## config.mk

```make
export PLATFORM = sky130hd
export DESIGN_NAME = winner_merge_2to1_flat
export DESIGN_NICKNAME = d
export VERILOG_FILES = /design/src/rtl/winner_merge_2to1_if.sv /design/src/rtl/winner_merge_2to1.sv /design/src/flat_wrapper.sv
export SDC_FILE = /design/constraint.sdc
export NUM_CORES = 1
export LEC_CHECK = 0
export ABC_AREA = 1
export CAP_MARGIN = 0
export CORE_MARGIN = 2
export CORE_UTILIZATION = 50
export DETAILED_ROUTE_END_ITERATION = 10
export PLACE_DENSITY_LB_ADDON = 0.15
export SLEW_MARGIN = 10
export SYNTH_ARGS = -nofsm -noshare
export SYNTH_HDL_FRONTEND = slang
export SYNTH_SLANG_ARGS = --single-unit
```

## constraint.sdc

```tcl
create_clock -name clk -period 5.95 [get_ports clk]
set_input_delay 1.19 -clock clk [delete_from_list [all_inputs] [get_ports clk]]
set_output_delay 1.19 -clock clk [all_outputs]
set_load 0.01 [all_outputs]
```

## src/rtl/winner_merge_2to1_if.sv

```systemverilog
// Handshake bundle for winner_merge_2to1: winner IDs, two data channels, output link.
// out_data widens by one tag bit when WINNER_MERGE_SRC_TAG_EN is defined.
interface winner_merge_2to1_if #(
  parameter int WIDTH = 33
);
`ifdef WINNER_MERGE_SRC_TAG_EN
  localparam int OW = WIDTH + 1;
`else
  localparam int OW = WIDTH;
`endif

  logic             win_valid;
  logic             win_id;
  logic             win_ready;
  logic             in0_valid;
  logic [WIDTH-1:0] in0_data;
  logic             in0_ready;
  logic             in1_valid;
  logic [WIDTH-1:0] in1_data;
  logic             in1_ready;
  logic             out_valid;
  logic [OW-1:0]    out_data;
  logic             out_ready;
  logic             idle;

  modport master (
    output win_valid, win_id,
    output in0_valid, in0_data,
    output in1_valid, in1_data,
    output out_ready,
    input  win_ready, in0_ready, in1_ready,
    input  out_valid, out_data, idle
  );

  modport slave (
    input  win_valid, win_id,
    input  in0_valid, in0_data,
    input  in1_valid, in1_data,
    input  out_ready,
    output win_ready, in0_ready, in1_ready,
    output out_valid, out_data, idle
  );
endinterface

```

## src/rtl/winner_merge_2to1.sv

```systemverilog
// Merges two channels onto one link in arbiter winner-ID order via grant/output FIFOs.
// Optional WINNER_MERGE_SRC_TAG_EN appends the source channel ID as out_data[WIDTH].
module winner_merge_2to1 #(
  parameter int WIDTH     = 33,
  parameter int GNT_DEPTH = 2,
  parameter int OUT_DEPTH = 2
) (
  input  logic              clk,
  input  logic              reset,
  winner_merge_2to1_if.slave bus
);
  localparam int GA = $clog2(GNT_DEPTH);
  localparam int OA = $clog2(OUT_DEPTH);
`ifdef WINNER_MERGE_SRC_TAG_EN
  localparam int OW = WIDTH + 1;
`else
  localparam int OW = WIDTH;
`endif
  localparam logic [GA:0] GFULL = (GA+1)'(GNT_DEPTH);
  localparam logic [OA:0] OFULL = (OA+1)'(OUT_DEPTH);

  logic          gnt_mem [GNT_DEPTH];
  logic [GA-1:0] gnt_wp;
  logic [GA-1:0] gnt_rp;
  logic [GA:0]   gnt_count;

  logic [OW-1:0] out_mem [OUT_DEPTH];
  logic [OA-1:0] out_wp;
  logic [OA-1:0] out_rp;
  logic [OA:0]   out_count;
  logic [OW-1:0] last_q;

  logic          gnt_head;
  logic          room;
  logic          sel0;
  logic          sel1;
  logic          gnt_push;
  logic          xfer;
  logic          out_pop;
  logic [OW-1:0] push_data;

  assign gnt_head = gnt_mem[gnt_rp];
  assign room     = out_count < OFULL;
  assign sel0     = (gnt_count != '0) & ~gnt_head & room;
  assign sel1     = (gnt_count != '0) & gnt_head & room;

  assign bus.win_ready = gnt_count < GFULL;
  assign bus.in0_ready = sel0;
  assign bus.in1_ready = sel1;

  assign gnt_push = bus.win_valid & bus.win_ready;
  assign xfer     = (sel0 & bus.in0_valid) | (sel1 & bus.in1_valid);
  assign out_pop  = bus.out_valid & bus.out_ready;

`ifdef WINNER_MERGE_SRC_TAG_EN
  assign push_data = {gnt_head, gnt_head ? bus.in1_data : bus.in0_data};
`else
  assign push_data = gnt_head ? bus.in1_data : bus.in0_data;
`endif

  // Empty FIFO shows the last popped word rather than a stale slot.
  assign bus.out_valid = out_count != '0;
  assign bus.out_data  = bus.out_valid ? out_mem[out_rp] : last_q;
  assign bus.idle      = (gnt_count == '0) & (out_count == '0);

  always_ff @(posedge clk) begin
    if (gnt_push) gnt_mem[gnt_wp] <= bus.win_id;
    if (xfer) out_mem[out_wp] <= push_data;
  end

  always_ff @(posedge clk or posedge reset) begin
    if (reset) begin
      gnt_wp    <= '0;
      gnt_rp    <= '0;
      gnt_count <= '0;
    end else begin
      if (gnt_push) gnt_wp <= gnt_wp + GA'(1);
      if (xfer) gnt_rp <= gnt_rp + GA'(1);
      unique case ({gnt_push, xfer})
        2'b10:   gnt_count <= gnt_count + (GA+1)'(1);
        2'b01:   gnt_count <= gnt_count - (GA+1)'(1);
        default: gnt_count <= gnt_count;
      endcase
    end
  end

  always_ff @(posedge clk or posedge reset) begin
    if (reset) begin
      out_wp    <= '0;
      out_rp    <= '0;
      out_count <= '0;
      last_q    <= '0;
    end else begin
      if (xfer) out_wp <= out_wp + OA'(1);
      if (out_pop) begin
        out_rp <= out_rp + OA'(1);
        last_q <= out_mem[out_rp];
      end
      unique case ({xfer, out_pop})
        2'b10:   out_count <= out_count + (OA+1)'(1);
        2'b01:   out_count <= out_count - (OA+1)'(1);
        default: out_count <= out_count;
      endcase
    end
  end
endmodule

```

## src/flat_wrapper.sv

```systemverilog
// flat-port wrapper written by rule: the top's interface ports become plain ports
module winner_merge_2to1_flat 
#(
  parameter int WIDTH     = 33,
  parameter int GNT_DEPTH = 2,
  parameter int OUT_DEPTH = 2
)
  (clk, reset, bus_win_valid, bus_win_id, bus_in0_valid, bus_in0_data, bus_in1_valid, bus_in1_data, bus_out_ready, bus_win_ready, bus_in0_ready, bus_in1_ready, bus_out_valid, bus_out_data, bus_idle);
  winner_merge_2to1_if #(.WIDTH(WIDTH)) bus_i ();
  input  logic clk;
  input  logic reset;
  input wire logic [$bits(bus_i.win_valid)-1:0] bus_win_valid;
  input wire logic [$bits(bus_i.win_id)-1:0] bus_win_id;
  input wire logic [$bits(bus_i.in0_valid)-1:0] bus_in0_valid;
  input wire logic [$bits(bus_i.in0_data)-1:0] bus_in0_data;
  input wire logic [$bits(bus_i.in1_valid)-1:0] bus_in1_valid;
  input wire logic [$bits(bus_i.in1_data)-1:0] bus_in1_data;
  input wire logic [$bits(bus_i.out_ready)-1:0] bus_out_ready;
  output wire logic [$bits(bus_i.win_ready)-1:0] bus_win_ready;
  output wire logic [$bits(bus_i.in0_ready)-1:0] bus_in0_ready;
  output wire logic [$bits(bus_i.in1_ready)-1:0] bus_in1_ready;
  output wire logic [$bits(bus_i.out_valid)-1:0] bus_out_valid;
  output wire logic [$bits(bus_i.out_data)-1:0] bus_out_data;
  output wire logic [$bits(bus_i.idle)-1:0] bus_idle;
  assign bus_i.win_valid = bus_win_valid;
  assign bus_i.win_id = bus_win_id;
  assign bus_i.in0_valid = bus_in0_valid;
  assign bus_i.in0_data = bus_in0_data;
  assign bus_i.in1_valid = bus_in1_valid;
  assign bus_i.in1_data = bus_in1_data;
  assign bus_i.out_ready = bus_out_ready;
  assign bus_win_ready = bus_i.win_ready;
  assign bus_in0_ready = bus_i.in0_ready;
  assign bus_in1_ready = bus_i.in1_ready;
  assign bus_out_valid = bus_i.out_valid;
  assign bus_out_data = bus_i.out_data;
  assign bus_idle = bus_i.idle;
  winner_merge_2to1 #(.WIDTH(WIDTH), .GNT_DEPTH(GNT_DEPTH), .OUT_DEPTH(OUT_DEPTH)) u_core (.clk(clk), .reset(reset), .bus(bus_i));
endmodule
```

Word-level counts from Yosys, hierarchy flattened
Memories as Yosys holds them, arrays and structs flattened.
Cells that the tools add are included.
{ "op_classes": {"addsub": 8, "n_lt_le_gt_ge": 2, "eq_ne": 4, "muxes": 8, "bitwise": 11, "n_reduce_logical": 6} }
{ "op_table": {"columns": ["op", "n"], "rows": [
  ["$mux W33", 2],
  ["$and A1 B1 Y1", 9],
  ["$pmux W2 S2", 2],
  ["$reduce_bool A2 Y1", 4],
  ["$add A1 B1 Y1 const B", 4],
  ["$add A2 B1 Y2 const B", 2],
  ["$eq A2 B1 Y1 const B", 2],
  ["$eq A2 B2 Y1 const B", 2],
  ["$logic_not A2 Y1", 2],
  ["$lt A2 B2 Y1 const B", 2],
  ["$mux W1", 4],
  ["$sub A2 B1 Y2 const B", 2],
  ["$not A1 Y1", 1],
  ["$or A1 B1 Y1", 1]
]} }
{ "totals": {"register_bits": 41, "ram_bits": 68, "inputBits": 73, "out_inout_bits": 38, "word_cells": 48, "n_memories": 2} }
{ "mem_list": {"columns": ["memory", "depth", "word_bits", "rd", "rd_clocked_by_memory_dff", "write_ports", "line", "rtl"], "rows": [
  ["u_core.out_mem", 2, 33, 1, 0, 1, "winner_merge_2to1.sv:27", "logic [OW-1:0] out_mem [OUT_DEPTH];"],
  ["u_core.gnt_mem", 2, 1, 1, 0, 1, "winner_merge_2to1.sv:22", "logic gnt_mem [GNT_DEPTH];"]
]} }

Longest topological paths before layout
An unclocked memory read counts as a cell.
{ "logic_depth": {"ltp_word": 8, "depth_mapped": 10, "depth_no_buf": 10} }

Worst setup path after synthesis
Ideal clock, no wire load.
{ "synth_timing": {"path_kind": "in2reg", "start": "input bus_in1_valid", "end": "memory u_core.out_mem[1][0] in the netlist's numbering (enable)", "setup_time_ns": 0.423, "arrival_ns": 2.887, "t_required_ns": 5.527, "setup_slack_ns": 2.640, "stages": 4, "path_buffers": 0, "cell_sequence": "nand3_1 > nand2_1 > inv_1 > nor2_1"} }
{ "synth_between": {"elab_chain_cells": 4} }
{ "synth_rtl": {"columns": ["item", "line", "rtl"], "rows": [
  ["start, declared", "flat_wrapper.sv:16", "input wire logic [$bits(bus_i.in1_valid)-1:0] bus_in1_valid;"],
  ["$and A1 B1 Y1", "winner_merge_2to1.sv:52", "assign xfer = (sel0 & bus.in0_valid) | (sel1 & bus.in1_valid);"],
  ["$or A1 B1 Y1", "winner_merge_2to1.sv:52", null],
  ["named net u_core.xfer", "winner_merge_2to1.sv:38", "logic xfer;"],
  ["$mux W1", "winner_merge_2to1.sv:68", "if (xfer) out_mem[out_wp] <= push_data;"],
  ["$mux W1 (implied by the code)", "winner_merge_2to1.sv:68", null],
  ["end, declared", "winner_merge_2to1.sv:27", null]
]} }
The timed path passes the listed nets, and every way through them passes these cells.

Worst setup path after layout
{ "layout_timing": {"start": "register u_core.out_rp", "end": "output bus_out_data[31]"} }
{ "layout_between": {"elab_chain_cells": 2} }
{ "layout_rtl": {"columns": ["item", "line", "rtl"], "rows": [
  ["start, declared", "winner_merge_2to1.sv:29", "logic [OA-1:0] out_rp;"],
  ["start signal, assigned", "winner_merge_2to1.sv:96", "out_rp <= out_rp + OA'(1);"],
  ["$mem_v2 Z2 W33", null, null],
  ["$mux W33", "winner_merge_2to1.sv:63", "assign bus.out_data = bus.out_valid ? out_mem[out_rp] : last_q;"],
  ["end, declared", "flat_wrapper.sv:23", "output wire logic [$bits(bus_i.out_data)-1:0] bus_out_data;"]
]} }
No other way between the ends.

==> impl_metrics.xml <==
<?xml version="1.0" encoding="UTF-8"?>
<metrics>
  <group name="status">
    <metric name="outcome" unit="">finished clean</metric>
  </group>
  <group name="setup_path">
    <metric name="worst-setup-path-type" unit="">reg2out</metric>
    <metric name="worstReg2RegStart" unit="">u_core.gnt_rp</metric>
    <metric name="timing.critical_path.to_type" unit="">output pin</metric>
    <metric name="worst-endpoint-arrival" unit="ns">2.78</metric>
    <metric name="critPathLaunchType" unit="">register</metric>
    <metric name="largest_fanout_on_the_critical_path" unit="">35</metric>
    <metric name="critPathRequiredTime" unit="ns">4.76</metric>
    <metric name="setup.worst_path.start" unit="">u_core.out_rp</metric>
  </group>
  <group name="layout">
    <metric name="finalInstanceArea" unit="sq um">6370</metric>
    <metric name="synthToLayoutAreaGrowth" unit="%">27.6</metric>
    <metric name="drive_above_1_share" unit="%">6.32</metric>
    <metric name="final_net_count" unit="">719</metric>
    <metric name="fillCellCount" unit="">811</metric>
    <metric name="antenna_fix_cells" unit="">0</metric>
  </group>
  <group name="logic_synthesis">
    <metric name="synthDistinctLibCells" unit="">22</metric>
    <metric name="synth.top_cells.by_count" unit="">nand2_1 (271), edfxtp_1 (68), o21ai_0 (54)</metric>
    <metric name="synth_area_per_cell" unit="sq um">9.11</metric>
    <metric name="synth.mux.area_fraction" unit="%">0</metric>
    <metric name="synth_xor_xnor_area_share" unit="%">1.05</metric>
    <metric name="top_cells_by_area_synth" unit="">edfxtp_1 (41%), dfrtp_1 (21%), nand2_1 (20%)</metric>
    <metric name="postSynth.topFlopCell" unit="">edfxtp_1</metric>
    <metric name="synthDominantCellAreaShare" unit="%">40.9</metric>
    <metric name="share_of_synthesized_cell_area_in_and_or_nand_and_nor_gates" unit="%">22.3</metric>
    <metric name="ys_seq_area_share" unit="%">61.5</metric>
    <metric name="dominant_combinational_cell_family_by_area_after_synthesis" unit="">simple AND/OR/NAND/NOR gates</metric>
    <metric name="ys_ff_latch" unit="">109</metric>
    <metric name="synthCells" unit="">548</metric>
    <metric name="synth-edff-count" unit="">68</metric>
    <metric name="synthesis.area" unit="sq um">4990</metric>
    <metric name="postSynthNetCount" unit="">623</metric>
    <metric name="yosysTopAreaCell" unit="">edfxtp_1</metric>
    <metric name="yosysWarningCount" unit="">0</metric>
    <metric name="post-synth-top-count-cell" unit="">nand2_1</metric>
    <metric name="synth_compound_area_share" unit="%">8.15</metric>
    <metric name="postSynth.asyncResetShare" unit="%">37.6</metric>
    <metric name="yosys.area_share.adder" unit="%">0.501</metric>
  </group>
  <group name="sta">
    <metric name="worst_slack" unit="ns">1.98</metric>
    <metric name="min_period" unit="ns">3.97</metric>
    <metric name="report.final.hold_viol_count" unit="">0</metric>
    <metric name="final-setup-viol-count" unit="">0</metric>
    <metric name="final.setup.tns" unit="ns">0</metric>
    <metric name="timing.final.crit_share" unit="%">66.7</metric>
    <metric name="worst-slew-pin-transition" unit="ns">1.13</metric>
    <metric name="timing.final.max_slew_violations" unit="">0</metric>
    <metric name="timing.max_slew.rel_slack" unit="%">24.9</metric>
    <metric name="whs" unit="ns">0.530</metric>
    <metric name="layout_skew" unit="ns">0.0137</metric>
    <metric name="achievable-frequency" unit="MHz">252</metric>
    <metric name="rsz0062_at_grt" unit="">false</metric>
  </group>
  <group name="min_path">
    <metric name="min-delay-start" unit="">u_core.out_wp</metric>
    <metric name="hold_path_class" unit="">reg2reg</metric>
  </group>
  <group name="route">
    <metric name="totalWireLength" unit="mm">10.4</metric>
    <metric name="route.detailed.vias_per_inst" unit="">4.79</metric>
    <metric name="drt_pre_antenna_iters" unit="">5</metric>
    <metric name="detailroute.via_count" unit="">3745</metric>
    <metric name="wl_per_cell" unit="um">13.3</metric>
    <metric name="antenna_violating_nets_post_route" unit="">0</metric>
    <metric name="post-route-drc-count" unit="">0</metric>
    <metric name="detail_route.iter0.violations" unit="">262</metric>
  </group>
  <group name="place">
    <metric name="portBuffers" unit="">110</metric>
    <metric name="post_dp_cell_area" unit="sq um">6130</metric>
    <metric name="detailedPlacementHpwl" unit="mm">7.31</metric>
    <metric name="routabilityCongestion" unit="">0.843</metric>
    <metric name="pre_cts_slack" unit="ns">2.37</metric>
  </group>
  <group name="global_routing">
    <metric name="vias_in_the_first_global_route" unit="">3427</metric>
    <metric name="grt_pass1_wl" unit="mm">16.8</metric>
    <metric name="largest_net_degree_at_the_start_of_global_routing" unit="">69</metric>
    <metric name="antenna_found_initial" unit="">0</metric>
    <metric name="congestion_overflow_gr" unit="">0</metric>
    <metric name="gr-usage-all-layers" unit="%">19.7</metric>
  </group>
  <group name="floorplan">
    <metric name="floorplan.die.width" unit="um">104</metric>
    <metric name="initial_util" unit="%">51.3</metric>
    <metric name="dieHeight" unit="um">104</metric>
    <metric name="rows" unit="">36</metric>
    <metric name="top_level_ports" unit="">111</metric>
    <metric name="design.die.area" unit="sq um">10800</metric>
    <metric name="core" unit="sq um">9730</metric>
  </group>
  <group name="flow_run">
    <metric name="cap_violations" unit="">0</metric>
  </group>
  <group name="clocking">
    <metric name="post-cts-setup-buffer-count" unit="">0</metric>
    <metric name="post_cts_resize_count" unit="">0</metric>
    <metric name="htree_num_levels" unit="">3</metric>
    <metric name="tritoncts" unit="">done</metric>
    <metric name="clk_latency" unit="ns">0.37</metric>
    <metric name="path_clk_slew" unit="ns">0.10</metric>
    <metric name="clk_path_buf_depth" unit="">2</metric>
    <metric name="clkSinkCount" unit="">109</metric>
    <metric name="root_buffer" unit="">clkbuf_8</metric>
    <metric name="cts_hold_buffers" unit="">0</metric>
    <metric name="tritoncts.num_buffers" unit="">9</metric>
  </group>
  <group name="power">
    <metric name="fin_total_pwr" unit="uW">3300</metric>
    <metric name="leakage" unit="uW">0.00280</metric>
    <metric name="irDropWorstVdd" unit="mV">0.253</metric>
    <metric name="power_density" unit="nW/um^2">519</metric>
  </group>
</metrics>
## metrics by stage
| step | std cells | utilization, % |
|---|---|---|
| floorplan | 548 | - |
| global placement | 766 | 63.0 |
| detailed placement | 766 | 63.0 |
| CTS | 782 | 65.5 |
| global route | 782 | 65.5 |
| finish | 782 | 65.5 |
## flip-flops by register name, indices dropped and copies added, names as in the netlist
signal            flops
u_core.last_q        33
u_core.gnt_count      2
u_core.out_wp         1
u_core.out_mem       66
u_core.gnt_mem        2
u_core.gnt_rp         1
u_core.gnt_wp         1
u_core.out_rp         1
u_core.out_count      2
## worst max-delay path, cell delays in order, from the launching register on
cell and delay (ns):
dfrtp_1 0.37, buf_4 0.25, inv_1 0.78, nand2_1 0.11, nand2_1 0.13, nand2_1 0.05, o21ai_0 0.14, clkdlybuf4s50_1 0.59
## per-layer routing
metal | share of wire (%) | GRT usage, % | vias to the layer above | routed length, um
li1 | - | - | 1926 | -
met3 | 6.0 | 2.82 | 12 | 627
met2 | 44 | 30.0 | 124 | 4610
met1 | 48 | 29.4 | 1683 | 4990
met4 | 1.4 | 6.66 | 0 | 149
met5 | 0 | 0 | - | 0
## final timing paths
kind | to | slack [ns] | depth (start not counted)
worst max register to register | u_core.out_mem[1][30] | 2.88 | 7
min in group asynchronous | u_core.last_q[23] | 1.32 | 2
worst max-delay path | bus_out_data[31] | 1.98 | 7
worst min register to register | u_core.out_wp | 0.53 | 2
max in group asynchronous | u_core.out_count[0] | 4.05 | 2
worst min-delay path | u_core.out_wp | 0.53 | 2
## where the power goes
part	internal [uW]	switching, uW	leakage, uW
combinational	654	929	0.00155
sequential	1120	87.2	0.00113
clock	276	239	0.000118
total	2050	1260	0.00280
## layout by cell type, fill, tap and decap left out, types with 5 or more instances in the layout
cell,instances
nand2_1,271
clkdlybuf4s50_1,110
edfxtp_1,68
o21ai_0,54
inv_1,42
dfrtp_1,41
o21ai_2,13
clkbuf_8,10
nand2_2,5
## logic make-up (layout without fill, tap and decap cells)
kind of cell / after synthesis / count (layout)
and+or+nand+nor: 289 / 289
DFF: 109 / 109
AOI/OAI and AO/OA: 71 / 71
buffers and inverters: 71 / 172
xor gates and xnor gates: 6 / 6
adders and majority gates: 2 / 2
## layout make-up
cell class                 instances  area, sq um  area share (%)
tap                              133          166            2.61
inverter                          43          161            2.53
sequential                       109         3070            48.2
multi-input combinational        368         1610            25.2
clock buffer                      12          166            2.61
timing repair buffer             113         1120            17.6
clock inverter                     4         76.3            1.20
Power figures use the tool's default switching activity.
